[src/rtl/fft_pkg.sv]
// fft_pkg: shared sequencer state encoding and FFT size helpers
package fft_pkg;
  typedef enum logic [1:0] {IDLE, ISSUE, DRAIN} seq_state_t;
  function automatic int half_n(input int n);
    return n / 2;
  endfunction
endpackage

[src/rtl/bf_addr_gen.sv]
// bf_addr_gen: combinational butterfly index -> stage-buffer address pair and twiddle index
//   k       : butterfly index within the pass (0..N/2-1)
//   level   : butterfly level, span = 2^level
//   addr0/1 : upper/lower read addresses, addr1 = addr0 + span
//   twiddle : twiddle ROM index
module bf_addr_gen #(
  parameter int N     = 8,
  parameter int LOG_N = 3
) (
  input  logic [LOG_N-2:0] k,
  input  logic [LOG_N-1:0] level,
  output logic [LOG_N-1:0] addr0,
  output logic [LOG_N-1:0] addr1,
  output logic [LOG_N-2:0] twiddle
);
  logic [LOG_N-1:0] kx, span, pos, grp, tw;
  always_comb begin
    kx      = LOG_N'(k);
    span    = LOG_N'(1) << level;
    pos     = kx & (span - LOG_N'(1));
    grp     = kx >> level;
    addr0   = ((grp << level) << 1) | pos;
    addr1   = addr0 + span;
    tw      = pos << (LOG_N - 1 - int'(level));
    twiddle = tw[LOG_N-2:0];
  end
endmodule

[src/rtl/stage_sequencer.sv]
// stage_sequencer: issues the N/2 butterfly address pairs of one FFT level and counts returned results
//   start/level          : begin a pass at the given level (sampled in IDLE)
//   out_valid/out_ready  : handshake for out_addr0, out_addr1, out_twiddle, out_last
//   res_nd               : one butterfly result written back
//   busy/done/error      : pass in progress, completion pulse, sticky protocol error
module stage_sequencer
  import fft_pkg::*;
#(
  parameter int N     = 8,
  parameter int LOG_N = 3
) (
  input  logic             clk,
  input  logic             rst_n,
  input  logic             start,
  input  logic [LOG_N-1:0] level,
  output logic             out_valid,
  input  logic             out_ready,
  output logic [LOG_N-1:0] out_addr0,
  output logic [LOG_N-1:0] out_addr1,
  output logic [LOG_N-2:0] out_twiddle,
  output logic             out_last,
  input  logic             res_nd,
  output logic             busy,
  output logic             done,
  output logic             error
);
  localparam logic [LOG_N-2:0] K_LAST = (LOG_N-1)'(half_n(N) - 1);
  localparam logic [LOG_N-1:0] HALF   = LOG_N'(half_n(N));
  localparam logic [LOG_N-1:0] LMAX   = LOG_N'(LOG_N);
  seq_state_t       state;
  logic [LOG_N-2:0] k;
  logic [LOG_N-1:0] lvl, returned, a0, a1;
  logic [LOG_N-2:0] tw;
  logic             iss;
  bf_addr_gen #(.N(N), .LOG_N(LOG_N)) u_addr (
    .k(k), .level(lvl), .addr0(a0), .addr1(a1), .twiddle(tw)
  );
  // outputs decode straight from registered state so an async reset clears them at once
  assign iss         = state == ISSUE;
  assign out_valid   = iss;
  assign busy        = state != IDLE;
  assign out_addr0   = iss ? a0 : '0;
  assign out_addr1   = iss ? a1 : '0;
  assign out_twiddle = iss ? tw : '0;
  assign out_last    = iss && k == K_LAST;
  always_ff @(posedge clk or negedge rst_n) begin
    if (!rst_n) begin
      state    <= IDLE;
      k        <= '0;
      lvl      <= '0;
      returned <= '0;
      done     <= 1'b0;
      error    <= 1'b0;
    end else begin
      done <= 1'b0;
      if (start && (state != IDLE || level >= LMAX)) error <= 1'b1;
      if (res_nd) begin
        if (state == IDLE || returned == HALF) error <= 1'b1;
        else returned <= returned + LOG_N'(1);
      end
      case (state)
        IDLE: if (start && level < LMAX) begin
          lvl      <= level;
          k        <= '0;
          returned <= '0;
          state    <= ISSUE;
        end
        ISSUE: if (out_ready) begin
          k     <= k + 1'b1;
          state <= k == K_LAST ? DRAIN : ISSUE;
        end
        DRAIN: if (returned == HALF) begin
          done  <= 1'b1;
          state <= IDLE;
        end
        default: state <= IDLE;
      endcase
    end
  end
endmodule
[config.mk]
export PLATFORM = sky130hd
export DESIGN_NAME = stage_sequencer
export DESIGN_NICKNAME = d
export VERILOG_FILES = /design/src/rtl/fft_pkg.sv /design/src/rtl/bf_addr_gen.sv /design/src/rtl/stage_sequencer.sv
export SDC_FILE = /design/constraint.sdc
export NUM_CORES = 1
export LEC_CHECK = 0
export CAP_MARGIN = 20
export CORE_UTILIZATION = 51
export DETAILED_ROUTE_END_ITERATION = 12
export PLACE_DENSITY = 0.79
export SYNTH_ARGS = -nofsm -noshare
export SYNTH_HDL_FRONTEND = slang
export SYNTH_SLANG_ARGS = --single-unit
export TNS_END_PERCENT = 20
[constraint.sdc]
create_clock -name clk -period 5.8 [get_ports clk]
set_input_delay 0.58 -clock clk [delete_from_list [all_inputs] [get_ports clk]]
set_output_delay 0.58 -clock clk [all_outputs]
set_load 0.1 [all_outputs]
[Word-level counts from Yosys, hierarchy flattened]
Cells that the tools add are included.
Operators by class
  bitwise operators: 2
  reductions and logical operators: 11
  order comparisons: 2
  multiplexer cells: 20
  equal/unequal tests: 7
  shift operators: 4
  $add $sub $neg: 5
Operators with widths (count)
  3-bit by 32-bit left shift with 2-bit output: 1
  3-bit 2-to-1 mux: 6
  2-bit 2-to-1 mux: 7
  2-bit one-hot mux with 3 select lines: 1
  3-bit AND reduction: 2
  1-bit 2-to-1 mux: 5
  2-bit == test (second input constant): 2
  2-bit inequality test (second input constant): 2
  2-bit one-hot mux with 2 select lines: 1
  2-bit nonzero test: 2
  2-bit by 3-bit subtractor with 4-bit output (first input constant): 1
  3-bit by 1-bit adder with 3-bit output (second input constant): 1
  3-bit adder: 1
  2-bit by 3-bit bitwise AND with 3-bit output: 1
  3-bit == test (second input constant): 1
  3-bit by 2-bit greater-or-equal comparator with 1-bit output (second input constant): 1
  1-bit logical AND: 3
  3-bit by 2-bit < comparator with 1-bit output (second input constant): 1
  3-bit OR: 1
  1-bit by 3-bit left shift with 3-bit output (first input constant): 1
  3-bit by 3-bit left shift with 2-bit output: 1
  2-bit by 3-bit >> shifter with 3-bit output: 1
  3-bit by 1-bit subtractor with 3-bit output (second input constant): 1
  2-bit by 1-bit adder with 2-bit output (second input constant): 1
  5 further kinds: 6
Storage, ports and cells
  output and inout port bits: 13
  register bits: 12
  bits of input ports: 8

[Depth between registers and ports, before layout]
  word-level depth: 6
  gate-level depth with buffers: 8

[Modules after synthesis]
A second synthesis with hierarchy kept.
Second synthesis, totals
  cells, all modules: 100
  area total of the unflattened synthesis: 942.2 µm²
By module, submodules not included
  stage_sequencer: cells an instance 69, instances 1, area each 715.7 µm², sequential area each 300.3 µm²
  bf_addr_gen: cells an instance 31, instances 1, area each 226.5 µm², sequential area each 0.0 µm²

[Least setup slack after synthesis]
No wires, ideal clock.
  path type: reg2out
  start point: reg state[1]
  end point: out out_twiddle[1]
  required time: 5.220 ns
  stages on the path, launching flop included: 5
  arrival: 3.555 ns
  slack: 1.665 ns
  path buffers: 0
  path through: dfrtp_1 nand2b_2 clkinv_1 nand3_1 a221oi_1
On the way
  longest elaborated chain between the ends: 2
Ends and longest elaborated chain
  start, declared: RTL line stage_sequencer.sv:30  | seq_state_t state;
  start signal, assigned: RTL line stage_sequencer.sv:70  | state <= k == K_LAST ? DRAIN : ISSUE;
  2-bit by 1-bit == test with 1-bit output: RTL line stage_sequencer.sv:39  | assign iss = state == ISSUE;
  net out_valid: RTL line stage_sequencer.sv:16  | output logic out_valid,
  2-bit 2-to-1 mux: RTL line stage_sequencer.sv:44  | assign out_twiddle = iss ? tw : '0;
  end, declared: RTL line stage_sequencer.sv:20  | output logic [LOG_N-2:0] out_twiddle,
The timed path passes the listed nets, and every way through them passes these cells.

[Final worst setup path]
  start point: reg lvl[0]
  end point: out out_addr1[2]
On the way
  longest elaborated chain between the ends: 6
  elaborated cells on any way between the ends: 8
  those cells by class: 2 x add/sub; 3 x shift; 1 x mux; 2 x bitwise
Ends and longest elaborated chain
  start, declared: RTL line stage_sequencer.sv:32  | logic [LOG_N-1:0] lvl, returned, a0, a1;
  start signal, assigned: RTL line stage_sequencer.sv:63  | lvl <= level;
  1-bit by 3-bit left shift with 3-bit output: RTL line bf_addr_gen.sv:19  | span = LOG_N'(1) << level;
  3-bit by 1-bit subtractor with 3-bit output: RTL line bf_addr_gen.sv:20  | pos = kx & (span - LOG_N'(1));
  2-bit by 3-bit bitwise AND with 3-bit output: RTL line bf_addr_gen.sv:20
  3-bit OR: RTL line bf_addr_gen.sv:22  | addr0 = ((grp << level) << 1) | pos;
  3-bit adder *: RTL line bf_addr_gen.sv:23  | addr1 = addr0 + span;
  3-bit 2-to-1 mux *: RTL line stage_sequencer.sv:43  | assign out_addr1 = iss ? a1 : '0;
  end, declared: RTL line stage_sequencer.sv:19  | output logic [LOG_N-1:0] out_addr1,
Every way passes the cells marked *; elsewhere a longest branch is shown, timed or not.

==> results.toml <==
[run_status]
status = "finished, final reports clean"

[synthesis]
synth_edf_count = 0
syn_nets = 109
synth.avg_cell_area_um2 = 9.09
ys_types = 36
syn_inst = 93
netlist_area_um2 = 846
yosysSeqAreaShare_pct = 35.5
yosysWarnings = 0
ys_ff_latch = 12
synthArstFlopShare_pct = 100
synthFlopType = "dfrtp_1"

[timing]
finalCritPeriodShare_pct = 68.3
final.setup_skew_ps = 8.92
worstMarginPinSlew_ps = 969
fin_crit_ps = 3960
final_hold_viol_count = 0
setup_viol = 0
relSlewSlack_pct = 35.2
max_freq_mhz = 253
drv_slew = 0
fin_ws_ps = 1840
finalSetupTns_ps = 0
rsz0062_at_grt = "no"

[global_route]
grt.overflow.total = 0
antenna_found_initial = 0
grt_util_met2_pct = 38.2
grt.busiest_layer = "met2"
grt_util_all_layers_pct = 23.6
first_global_vias = 716
grt_pass1_wl_um = 3220
grt_max_degree = 13
gr-usage-met1_pct = 31.4
met3_usage_pct = 7.66

[cts]
clkSinkCount = 12
cts_max_level = 1
ctsResizeCount = 0
clock_path_buffers = 2
root_buffer = "clkbuf_4"
tritoncts = "built"
clk_latency_ps = 280
tritoncts.num_buffers = 3
cts_setup_buffers = 0
clk_pin_slew_ps = 80
cts.hold.buffers_added = 0

[routing]
drt_pass1_iterations = 4
vias_per_cell = 5.69
drc = 0
vias = 745
finalWirelength_um = 1770
wl_per_cell_um = 13.5
ant_nets = 0
drt-initial-drc-count = 30

[min_path]
hold_end = "state[0]$_DFFE_PN0P_"
hold_class = "reg2reg"
hp-start = "state[1]$_DFFE_PN0P_"
hold_path_depth = 1

[floorplanning]
dieArea_um2 = 1830
die_y_um = 42.7
initial_core_util_pct = 55.5
io_pins = 21
die_w_um = 42.7
core_um2 = 1520
rows = 14

[finish]
areaGrowthSynthToFinish_pct = 28.4
fin_area_um2 = 1090
layout.area.seq_um2 = 300
fillers = 124
diodes = 0
post-route-util_pct = 71.3
fin_nets = 132
drive_gt1_share_pct = 9.57
multi_input_comb_area_um2 = 495
final_cell_mix = "clkdlybuf4s50_1 (20), dfrtp_1 (12), inv_1 (8), nand2_1 (8), ha_1 (7)"
final_common_cell = "clkdlybuf4s50_1"

[critical_path]
worstSetupEndpointType = "primary output"
regToRegSetupSlack_ps = 4260
r2r_start = "state[0]$_DFFE_PN0P_"
arrival_ps = 3380
critPathKind = "reg2out"
start_kind = "flop"
path_buf_inv = 2
crit_family = "buffers and inverters"
reg2reg_to = "lvl[1]$_DFFE_PN0P_"
critPathMaxStageDelay_ps = 1150
path_cells = "inv_1, ha_1, xnor2_1, o21ai_0, nand2_1, fa_1, nand2b_1, mux2i_1, clkdlybuf4s50_1"
path_max_fanout = 7
reg2regPathDepth = 3
required_ps = 5220
cp_slowest_cell = "clkdlybuf4s50_1"

[placement]
dp_slack_ps = 2130
dp_hpwl_um = 1350
place_area_um2 = 1050
place_congestion = 0.857
io_buffers = 20

[flow_run]
maxCapViolations = 0
## worst max path at each step
stage / to / cells past startpoint / from
2_1_floorplan: out_twiddle[1] / 4 / state[1]$_DFFE_PN0P_
3_3_place_gp: out_addr1[2] / 9 / lvl[0]$_DFFE_PN0P_
3_5_place_dp: out_addr1[2] / 9 / lvl[0]$_DFFE_PN0P_
4_1_cts: out_addr1[2] / 9 / lvl[0]$_DFFE_PN0P_
5_1_grt: out_addr1[2] / 9 / lvl[0]$_DFFE_PN0P_
6_report: out_addr1[2] / 9 / lvl[0]$_DFFE_PN0P_
## state kept, by name (all words and copies together), names as in the netlist
register	cells
done	1
error	1
k	2
lvl	3
returned	3
state	2
## cells in the mapped netlist (3+ instances only)
cell type / number / share of area (%)
ha_1: 7 / 10
dfrtp_1: 12 / 36
nor2_1: 6 / 2.7
nand2_1: 8 / 3.6
o21ai_0: 5 / 3.0
nand3_1: 3 / 1.8
inv_1: 8 / 3.6
nor2b_1: 3 / 2.2
a21oi_1: 6 / 3.6
## kinds of logic after synthesis
group                      count (synthesis)  share of synthesized area, %
other                                      1                         0.443
muxes                                      4                          5.92
adders and majority gates                  8                          12.7
and+or+nand+nor                           37                          24.4
AOI/OAI and AO/OA                         19                          14.1
buffers and inverters                     11                          5.92
xor gates and xnor gates                   1                          1.04
DFF                                       12                          35.5
## per-layer routing
metal	wire length (um)	vias to the layer above	share of wire (%)
li1	-	369	-
met1	825	358	47
met2	876	18	49
met3	70	0	4.0
met4	0	0	0
met5	0	-	0
## metrics by stage
stage	instances	hold WS, ps
after floorplan	93	284
after global placement	127	523
after detailed placement	127	519
after CTS	131	540
after global routing	131	580
final	131	539
## layout make-up
| cell class | instances | share of cell area, % |
|---|---|---|
| inverters | 9 | 3.11 |
| multi-input cells | 70 | 45.6 |
| flip-flops and latches | 12 | 27.6 |
| well taps | 16 | 1.84 |
| clock buffers | 4 | 3.34 |
| repair buffers | 20 | 18.4 |
Power is left out: the tool's default activity adds up to more than one toggle a clock period on the data nets, which glitch-free logic cannot reach.
